<file path="config.mk">
export PLATFORM = sky130hd
export DESIGN_NAME = hazard_ctrl
export DESIGN_NICKNAME = d
export VERILOG_FILES = /design/src/rtl/hazard_ctrl.sv
export SDC_FILE = /design/constraint.sdc
export NUM_CORES = 1
export LEC_CHECK = 0
export CAP_MARGIN = 25
export CORE_MARGIN = 10
export CORE_UTILIZATION = 40
export CTS_BUF_LIST = sky130_fd_sc_hd__clkbuf_4 sky130_fd_sc_hd__clkbuf_8
export CTS_CLUSTER_SIZE = 16
export DETAILED_ROUTE_END_ITERATION = 10
export PLACE_DENSITY = 0.71
export SLEW_MARGIN = 20
export SYNTH_ARGS = -nofsm -noshare
export SYNTH_HDL_FRONTEND = slang
export SYNTH_SLANG_ARGS = --single-unit
</file>
<file path="constraint.sdc">
create_clock -name clock -period 2.17 [get_ports clock]
set_input_delay 0.434 -clock clock [delete_from_list [all_inputs] [get_ports clock]]
set_output_delay 0.434 -clock clock [all_outputs]
set_load 0.05 [all_outputs]
</file>
<file path="src/rtl/hazard_ctrl.sv">
// -----------------------------------------------------------------------------
// hazard_ctrl
//
// Pipeline hazard controller. Detects load-use hazards, taken branches/jumps
// resolved in EX and multi-cycle memory waits, and produces the hold (WREN)
// and flush controls for the PC and the IF/ID, ID/EX, EX/MEM and MEM/WB
// pipeline registers. The controls are Mealy outputs of the current state and
// inputs; the pipeline registers act on them at the following posedge.
//
// Optional build macro: HAZARD_STATS_EN
//   When defined, adds saturating statistics counters stall_cnt, flush_cnt
//   and memwait_cnt (CNT_W bits each).
//
// Parameters:
//   MEM_TIMEOUT  cycles allowed in MEMWAIT before the wait is abandoned
//   CNT_W        width of the wait counter and statistics counters
//
// Ports:
//   clock, reset        clock, asynchronous active-high reset
//   ID_RS, ID_RT        source registers of the instruction in ID
//   ID_UsesRT           ID instruction reads rt as a source
//   EX_MEM_RDEN, EX_RT  load in EX and its destination register
//   EX_PCSrc            nonzero = taken branch/jump resolved in EX
//   MEM_req, MEM_ready  memory access outstanding / completing this cycle
//   PC_WREN .. MEM_WB_flush  pipeline hold/flush controls
//   mem_timeout         sticky memory-wait timeout flag
//   state               FSM state (RUN=0, LOADUSE=1, MEMWAIT=2)
// -----------------------------------------------------------------------------
module hazard_ctrl #(
    parameter int MEM_TIMEOUT = 16,
    parameter int CNT_W       = 16
) (
    input  logic             clock,
    input  logic             reset,
    input  logic [4:0]       ID_RS,
    input  logic [4:0]       ID_RT,
    input  logic             ID_UsesRT,
    input  logic             EX_MEM_RDEN,
    input  logic [4:0]       EX_RT,
    input  logic [1:0]       EX_PCSrc,
    input  logic             MEM_req,
    input  logic             MEM_ready,
    output logic             PC_WREN,
    output logic             IF_ID_WREN,
    output logic             IF_ID_flush,
    output logic             ID_EX_WREN,
    output logic             ID_EX_flush,
    output logic             EX_MEM_WREN,
    output logic             MEM_WB_flush,
    output logic             mem_timeout,
    output logic [1:0]       state
`ifdef HAZARD_STATS_EN
    ,
    output logic [CNT_W-1:0] stall_cnt,
    output logic [CNT_W-1:0] flush_cnt,
    output logic [CNT_W-1:0] memwait_cnt
`endif
);

    localparam logic [1:0] ST_RUN     = 2'd0;
    localparam logic [1:0] ST_LOADUSE = 2'd1;
    localparam logic [1:0] ST_MEMWAIT = 2'd2;

    // Control vector bit order:
    // {PC_WREN, IF_ID_WREN, IF_ID_flush, ID_EX_WREN, ID_EX_flush, EX_MEM_WREN, MEM_WB_flush}
    localparam logic [6:0] CTRL_DEFAULT = 7'b1101010;
    localparam logic [6:0] CTRL_HOLD    = 7'b0000001;  // freeze front end, bubble into MEM/WB
    localparam logic [6:0] CTRL_FLUSH   = 7'b1111110;  // squash IF/ID and ID/EX, PC takes target
    localparam logic [6:0] CTRL_STALL   = 7'b0001110;  // hold PC and IF/ID, bubble into ID/EX

    localparam logic [CNT_W-1:0] WAIT_LAST = CNT_W'(MEM_TIMEOUT - 1);
    localparam logic [CNT_W-1:0] CNT_ZERO  = {CNT_W{1'b0}};
    localparam logic [CNT_W-1:0] CNT_ONE   = CNT_W'(1);

    logic [1:0]       state_q;
    logic [1:0]       state_d;
    logic [CNT_W-1:0] wait_cnt_q;
    logic [CNT_W-1:0] wait_cnt_d;
    logic             mem_timeout_q;
    logic             mem_timeout_d;
    logic [6:0]       ctrl_s;
    logic             lu_s;
    logic             mw_s;
    logic             br_s;

    // Hazard detection terms; register 0 never creates a dependency.
    assign lu_s = EX_MEM_RDEN & (EX_RT != 5'd0) &
                  ((EX_RT == ID_RS) | (ID_UsesRT & (EX_RT == ID_RT)));
    assign mw_s = MEM_req & ~MEM_ready;
    assign br_s = (EX_PCSrc != 2'b00);

    // Next-state, wait counter and control decode; priority is mw > branch > lu.
    always_comb begin
        ctrl_s        = CTRL_DEFAULT;
        state_d       = state_q;
        wait_cnt_d    = wait_cnt_q;
        mem_timeout_d = mem_timeout_q;
        case (state_q)
            ST_RUN: begin
                if (mw_s) begin
                    ctrl_s     = CTRL_HOLD;
                    state_d    = ST_MEMWAIT;
                    wait_cnt_d = CNT_ZERO;
                end else if (br_s) begin
                    // A coincident load-use is moot: the dependent instruction is squashed.
                    ctrl_s  = CTRL_FLUSH;
                    state_d = ST_RUN;
                end else if (lu_s) begin
                    ctrl_s  = CTRL_STALL;
                    state_d = ST_LOADUSE;
                end else begin
                    state_d = ST_RUN;
                end
            end
            ST_LOADUSE: begin
                // EX now holds the bubble, so load-use is masked for this cycle.
                if (mw_s) begin
                    ctrl_s     = CTRL_HOLD;
                    state_d    = ST_MEMWAIT;
                    wait_cnt_d = CNT_ZERO;
                end else begin
                    state_d = ST_RUN;
                end
            end
            ST_MEMWAIT: begin
                if (mw_s) begin
                    if (wait_cnt_q == WAIT_LAST) begin
                        // Abandon the wait: release the pipeline and flag it.
                        mem_timeout_d = 1'b1;
                        state_d       = ST_RUN;
                        wait_cnt_d    = CNT_ZERO;
                    end else begin
                        ctrl_s     = CTRL_HOLD;
                        state_d    = ST_MEMWAIT;
                        wait_cnt_d = wait_cnt_q + CNT_ONE;
                    end
                end else begin
                    // Release cycle: hazards held during the wait are handled now.
                    wait_cnt_d = CNT_ZERO;
                    if (br_s) begin
                        ctrl_s  = CTRL_FLUSH;
                        state_d = ST_RUN;
                    end else if (lu_s) begin
                        ctrl_s  = CTRL_STALL;
                        state_d = ST_LOADUSE;
                    end else begin
                        state_d = ST_RUN;
                    end
                end
            end
            default: begin
                // Unreachable encoding: recover to RUN with default controls.
                state_d    = ST_RUN;
                wait_cnt_d = CNT_ZERO;
            end
        endcase
    end

    // FSM state, wait counter and sticky timeout flag.
    always_ff @(posedge clock or posedge reset) begin
        if (reset) begin
            state_q       <= ST_RUN;
            wait_cnt_q    <= CNT_ZERO;
            mem_timeout_q <= 1'b0;
        end else begin
            state_q       <= state_d;
            wait_cnt_q    <= wait_cnt_d;
            mem_timeout_q <= mem_timeout_d;
        end
    end

    // All enables and flushes are forced low while reset is asserted.
    assign {PC_WREN, IF_ID_WREN, IF_ID_flush, ID_EX_WREN,
            ID_EX_flush, EX_MEM_WREN, MEM_WB_flush} = reset ? 7'b0000000 : ctrl_s;
    assign mem_timeout = mem_timeout_q;
    assign state       = state_q;

`ifdef HAZARD_STATS_EN
    logic [CNT_W-1:0] stall_cnt_q;
    logic [CNT_W-1:0] flush_cnt_q;
    logic [CNT_W-1:0] memwait_cnt_q;
    logic             stall_evt_s;
    logic             flush_evt_s;
    logic             hold_evt_s;

    // Events are recovered from the decoded control vector.
    assign stall_evt_s = (ctrl_s == CTRL_STALL);
    assign flush_evt_s = (ctrl_s == CTRL_FLUSH);
    assign hold_evt_s  = (state_q == ST_MEMWAIT) && (ctrl_s == CTRL_HOLD);

    // Saturating statistics counters.
    always_ff @(posedge clock or posedge reset) begin
        if (reset) begin
            stall_cnt_q   <= CNT_ZERO;
            flush_cnt_q   <= CNT_ZERO;
            memwait_cnt_q <= CNT_ZERO;
        end else begin
            if (stall_evt_s && !(&stall_cnt_q)) begin
                stall_cnt_q <= stall_cnt_q + CNT_ONE;
            end else begin
                stall_cnt_q <= stall_cnt_q;
            end
            if (flush_evt_s && !(&flush_cnt_q)) begin
                flush_cnt_q <= flush_cnt_q + CNT_ONE;
            end else begin
                flush_cnt_q <= flush_cnt_q;
            end
            if (hold_evt_s && !(&memwait_cnt_q)) begin
                memwait_cnt_q <= memwait_cnt_q + CNT_ONE;
            end else begin
                memwait_cnt_q <= memwait_cnt_q;
            end
        end
    end

    assign stall_cnt   = stall_cnt_q;
    assign flush_cnt   = flush_cnt_q;
    assign memwait_cnt = memwait_cnt_q;
`endif

endmodule
</file>
; ---- Yosys cells after proc, flatten, opt, wreduce, memory -nomap -nowiden
; Cells that the tools add are included.
; Widths: inputs -> output; s select.
[totals]
reg_bits = 19
in_bits = 23
output_inout_bits = 10
elab_cells = 40
[op_classes]
n_addsub = 1
n_eq_ne = 6
muxes = 19
bitwise = 6
n_reduce_logical = 5
[op_table]
columns = cell, n
row1 = $mux 7, 7
row2 = $mux 16, 3
row3 = $pmux 16 s2, 1
row4 = $pmux 7 s3, 1
row5 = $add 16x1->16 const B, 1
row6 = $eq 16x4->1 const B, 1
row7 = $eq 5x5->1, 2
row8 = $mux 2, 4
row9 = $pmux 2 s3, 1
row10 = $reduce_bool 5->1, 1
row11 = $and 1x1->1, 4
row12 = $reduce_and 3->1, 1
row13 = $eq 2x1->1 const B, 1
row14 = $eq 2x2->1 const B, 1
row15 = $logic_not 2->1, 1
row16 = $mux 1, 2
row17 = $ne 2x1->1 const B, 1
row18 = $reduce_bool 2->1, 1
row19 = $reduce_or 2->1, 1
row20 = $not 1->1, 1
row21 = $or 1x1->1, 1

; ---- Longest topological paths before layout
[depth]
ltp_word = 9
ltp_mapped = 7
mapped_depth_nobuf = 6

; ---- Worst setup path after synthesis
; Ideal clock, no wire load.
[synth_timing]
path_type = input to output
start = input port MEM_req
end = output port IF_ID_flush
t_arrival_ps = 2201
required_ps = 1736
path_slack_ps = -465
stages = 3
n_path_buf = 1
path_cell_list = nor2b_1 > buf_2 > nor4_1
[synth_via]
elab_chain_cells = 4
word_cells_on_any_way = 5
[synth_rtl]
columns = item, line_no
row1 = from (decl), 41  ; input logic MEM_req,
row2 = $and 1x1->1 *, 89  ; assign mw_s = MEM_req & ~MEM_ready;
row3 = "$mux 7, on equally long branches", "126, 100"
row4 = $pmux 7 s3 *, 98  ; case (state_q)
row5 = $mux 7 *, 174  ; ID_EX_flush, EX_MEM_WREN, MEM_WB_flush} = reset ? 7'b0000000 : ctrl_s;
row6 = to (decl), 45  ; output logic IF_ID_flush,
; Mark *: on every way between the ends. The rest lies on a longest branch, timed or not.

; ---- Worst setup path in the final report
[layout_timing]
start = input port ID_RT[2]
end = output port IF_ID_WREN
[layout_via]
elab_chain_cells = 9
word_cells_on_any_way = 10
[layout_rtl]
columns = item, line_no
row1 = from (decl), 36  ; input logic [4:0] ID_RT,
row2 = $eq 5x5->1 *, 88  ; ((EX_RT == ID_RS) | (ID_UsesRT & (EX_RT == ID_RT)));
row3 = $and 1x1->1 *, 88
row4 = $or 1x1->1 *, 88
row5 = $and 1x1->1 *, 87  ; assign lu_s = EX_MEM_RDEN & (EX_RT != 5'd0) &
row6 = $mux 7 *, "108, 143"
row7 = $mux 7 *, 104  ; end else if (br_s) begin
row8 = "$mux 7, on equally long branches", "126, 100"
row9 = $pmux 7 s3 *, 98
row10 = $mux 7 *, 174
row11 = to (decl), 44  ; output logic IF_ID_WREN,
; Marks and branches as above.

==> metrics <==
Seq/Total Area, Yosys around two fifths; Cell Area, Placed 1580 um2; die height roughly 73 um; Post-Place Cells ~190; # IOs 33; layout cell share with drive strength beyond 1 ~33%; CTS Hold Bufs 0; post-synth cell types 35; crit path max fanout 2; grt met2 use 21.2%; 1st-iter DRT viols 101; Yosys reg bits 19; Setup violations, final 6; Reg clk slew, reported paths roughly 0.12 ns; total number of vias ~1.1k; Total Power 0.736 mW; main area contributors after synthesis dfrtp_1 42%, xor2_1 15%, nor2_1 6.3%; Die W between 70 and 80 um; TritonCTS Sinks 19; worst setup margin -0.328 ns; starting density of the core between 40% and 50%; post-route antenna net violation count 0; CTS tree yes; crit path time final approximately 2.5 ns; fin cells approximately 200; global-route wire length before repair approximately 5500 um; DP HPWL ~2400 um; vias in the first global route between 1k and 1.5k; IO buf count 32; antenna cells 0; final period utilization 115%; filler instances 225; number of max-slew violations in the final report 0; Area Overhead vs Synth 53.4%; pre-CTS WS -0.686 ns; Worst Skew about 0.015 ns; Yosys Warn Count 0; clock buffers created by TritonCTS 3; num rows 19; Post-synth ARST share 100%; Clock Path Buffers 2; final setup TNS -0.967 ns; mapped cell area around 1100 um2; Core ar. around 2700 um2; failing checks negative setup slack; Mapped Avg Cell Area between 9 and 10 um2; Util after Layout 63.6%; max-capacitance violation count 0; LEAKAGE between 0.8 and 0.9 nW; Synth top area share a little over two fifths; Root Driver clkbuf_4; drt pass-1 iters 4; count leader, synth xor2_1; drt drc 0; die area 5360 um2; top cells by count, synth 20 x xor2_1, 19 x dfrtp_1, 19 x nor2_1; CP endpoint kind primary output; gr usage total between 10% and 20%; Nets between 150 and 200; via/cell ratio approximately 5.4; CP arrival around 2 ns; H-Tree Depth 1; Worst EP required 1.74 ns; maximum vdd drop roughly 0.44 mV; startpoint types input pin; run status finished with violations; worst-skew pair later-pin latency slightly above 0.3 ns; Design Area, Final 1740 um2; Slew @ Worst Pin 0.514 ns; largest net degree at the start of global routing 13; ys flop type dfrtp_1; grt ovf 0; Post-Syn Instances 120; Crit Path Category in2out; Mapped Nets 144; gpl congestion 0.835; cell taking the most area after synthesis dfrtp_1; initial antenna violation count 0; final hold vios 0; number of flops mapped to enable cells by yosys 0; GR Util met3 about 4%; Power Density approximately 420 nW/um2; RSZ-0062 raised after global routing true; global-route met1 utilization 16.3%; Max Fclk between 400 and 500 MHz; drt wl/cell about 17 um; Worst slew margin between 60% and 70%; total wire length 3400 um; WHS 0.503 ns; Min-Delay Path Class reg2reg; GRT Max-Usage Layer met2
==> final timing paths <==
check	startpoint	endpoint	slack (ns)	cells after the start
worst max-delay path	ID_RT[2]	IF_ID_WREN	-0.33	7
worst min-delay path	mem_timeout$_DFFE_PP0P_	mem_timeout$_DFFE_PP0P_	0.50	1
worst max register to register	wait_cnt_q[5]$_DFFE_PP0P_	wait_cnt_q[0]$_DFFE_PP0P_	0.44	6
worst min register to register	mem_timeout$_DFFE_PP0P_	mem_timeout$_DFFE_PP0P_	0.50	1
max in group asynchronous	reset	wait_cnt_q[6]$_DFFE_PP0P_	1.27	3
min in group asynchronous	reset	state[0]$_DFF_PP0_	0.72	3
==> area by class of cell <==
class	instances	area [um2]	area share, %
clock buffer	3	22.5	1.29
clock inverter	1	5.00	0.288
timing repair buffer	53	490	28.2
inverter	2	7.51	0.432
tap	31	38.8	2.23
multi-input combinational	94	699	40.2
sequential	19	475	27.3
==> layout by cell type, fill, tap and decap left out, types with 4 or more instances in the layout <==
master / n
buf_4: 21
buf_6: 5
buf_8: 4
clkdlybuf4s50_1: 9
dfrtp_1: 19
dlygate4sd2_1: 5
nand2_1: 5
nand3_1: 4
nand4_1: 4
nor2_1: 18
nor4_2: 4
o21ai_0: 4
xor2_1: 19
==> sequential cells by signal, indices dropped and copies added, names as in the netlist <==
register and cells:
state 2, wait_cnt_q 16, mem_timeout 1
==> worst max-delay path, stage by stage <==
cell	delay, ns
buf_6	0.10
xor2_2	0.16
nor4_2	0.28
a32oi_1	0.17
or4_4	0.51
a22o_4	0.26
buf_8	0.15
==> power breakdown <==
group,switching (mW),internal (mW)
Sequential,0.00399,0.357
Clock,0.118,0.0689
Combinational,0.0976,0.0907
Total,0.220,0.516
==> metal layers <==
metal / wire length, um / up-vias
li1: - / 529
met1: 1460 / 526
met2: 1650 / 41
met3: 255 / 7
met4: 34 / 0
met5: 0 / -
==> timing repair <==
item | in CTS | in global routing
setup buffers | 6 | 2
resized for setup | 56 | 10
pin swaps | 15 | 6
setup endpoints to repair | 6 | 7
==> kinds of logic after synthesis <==
kind of cell / count (synthesis) / synth area share (%)
AOI/OAI and AO/OA: 15 / 9.38
buffers and inverters: 7 / 3.20
xor gates and xnor gates: 22 / 17.0
and+or+nand+nor: 55 / 26.4
DFF: 19 / 41.9
adders and majority gates: 1 / 1.10
muxes: 1 / 0.993
No activity file was read; power rests on OpenSTA's default activity.
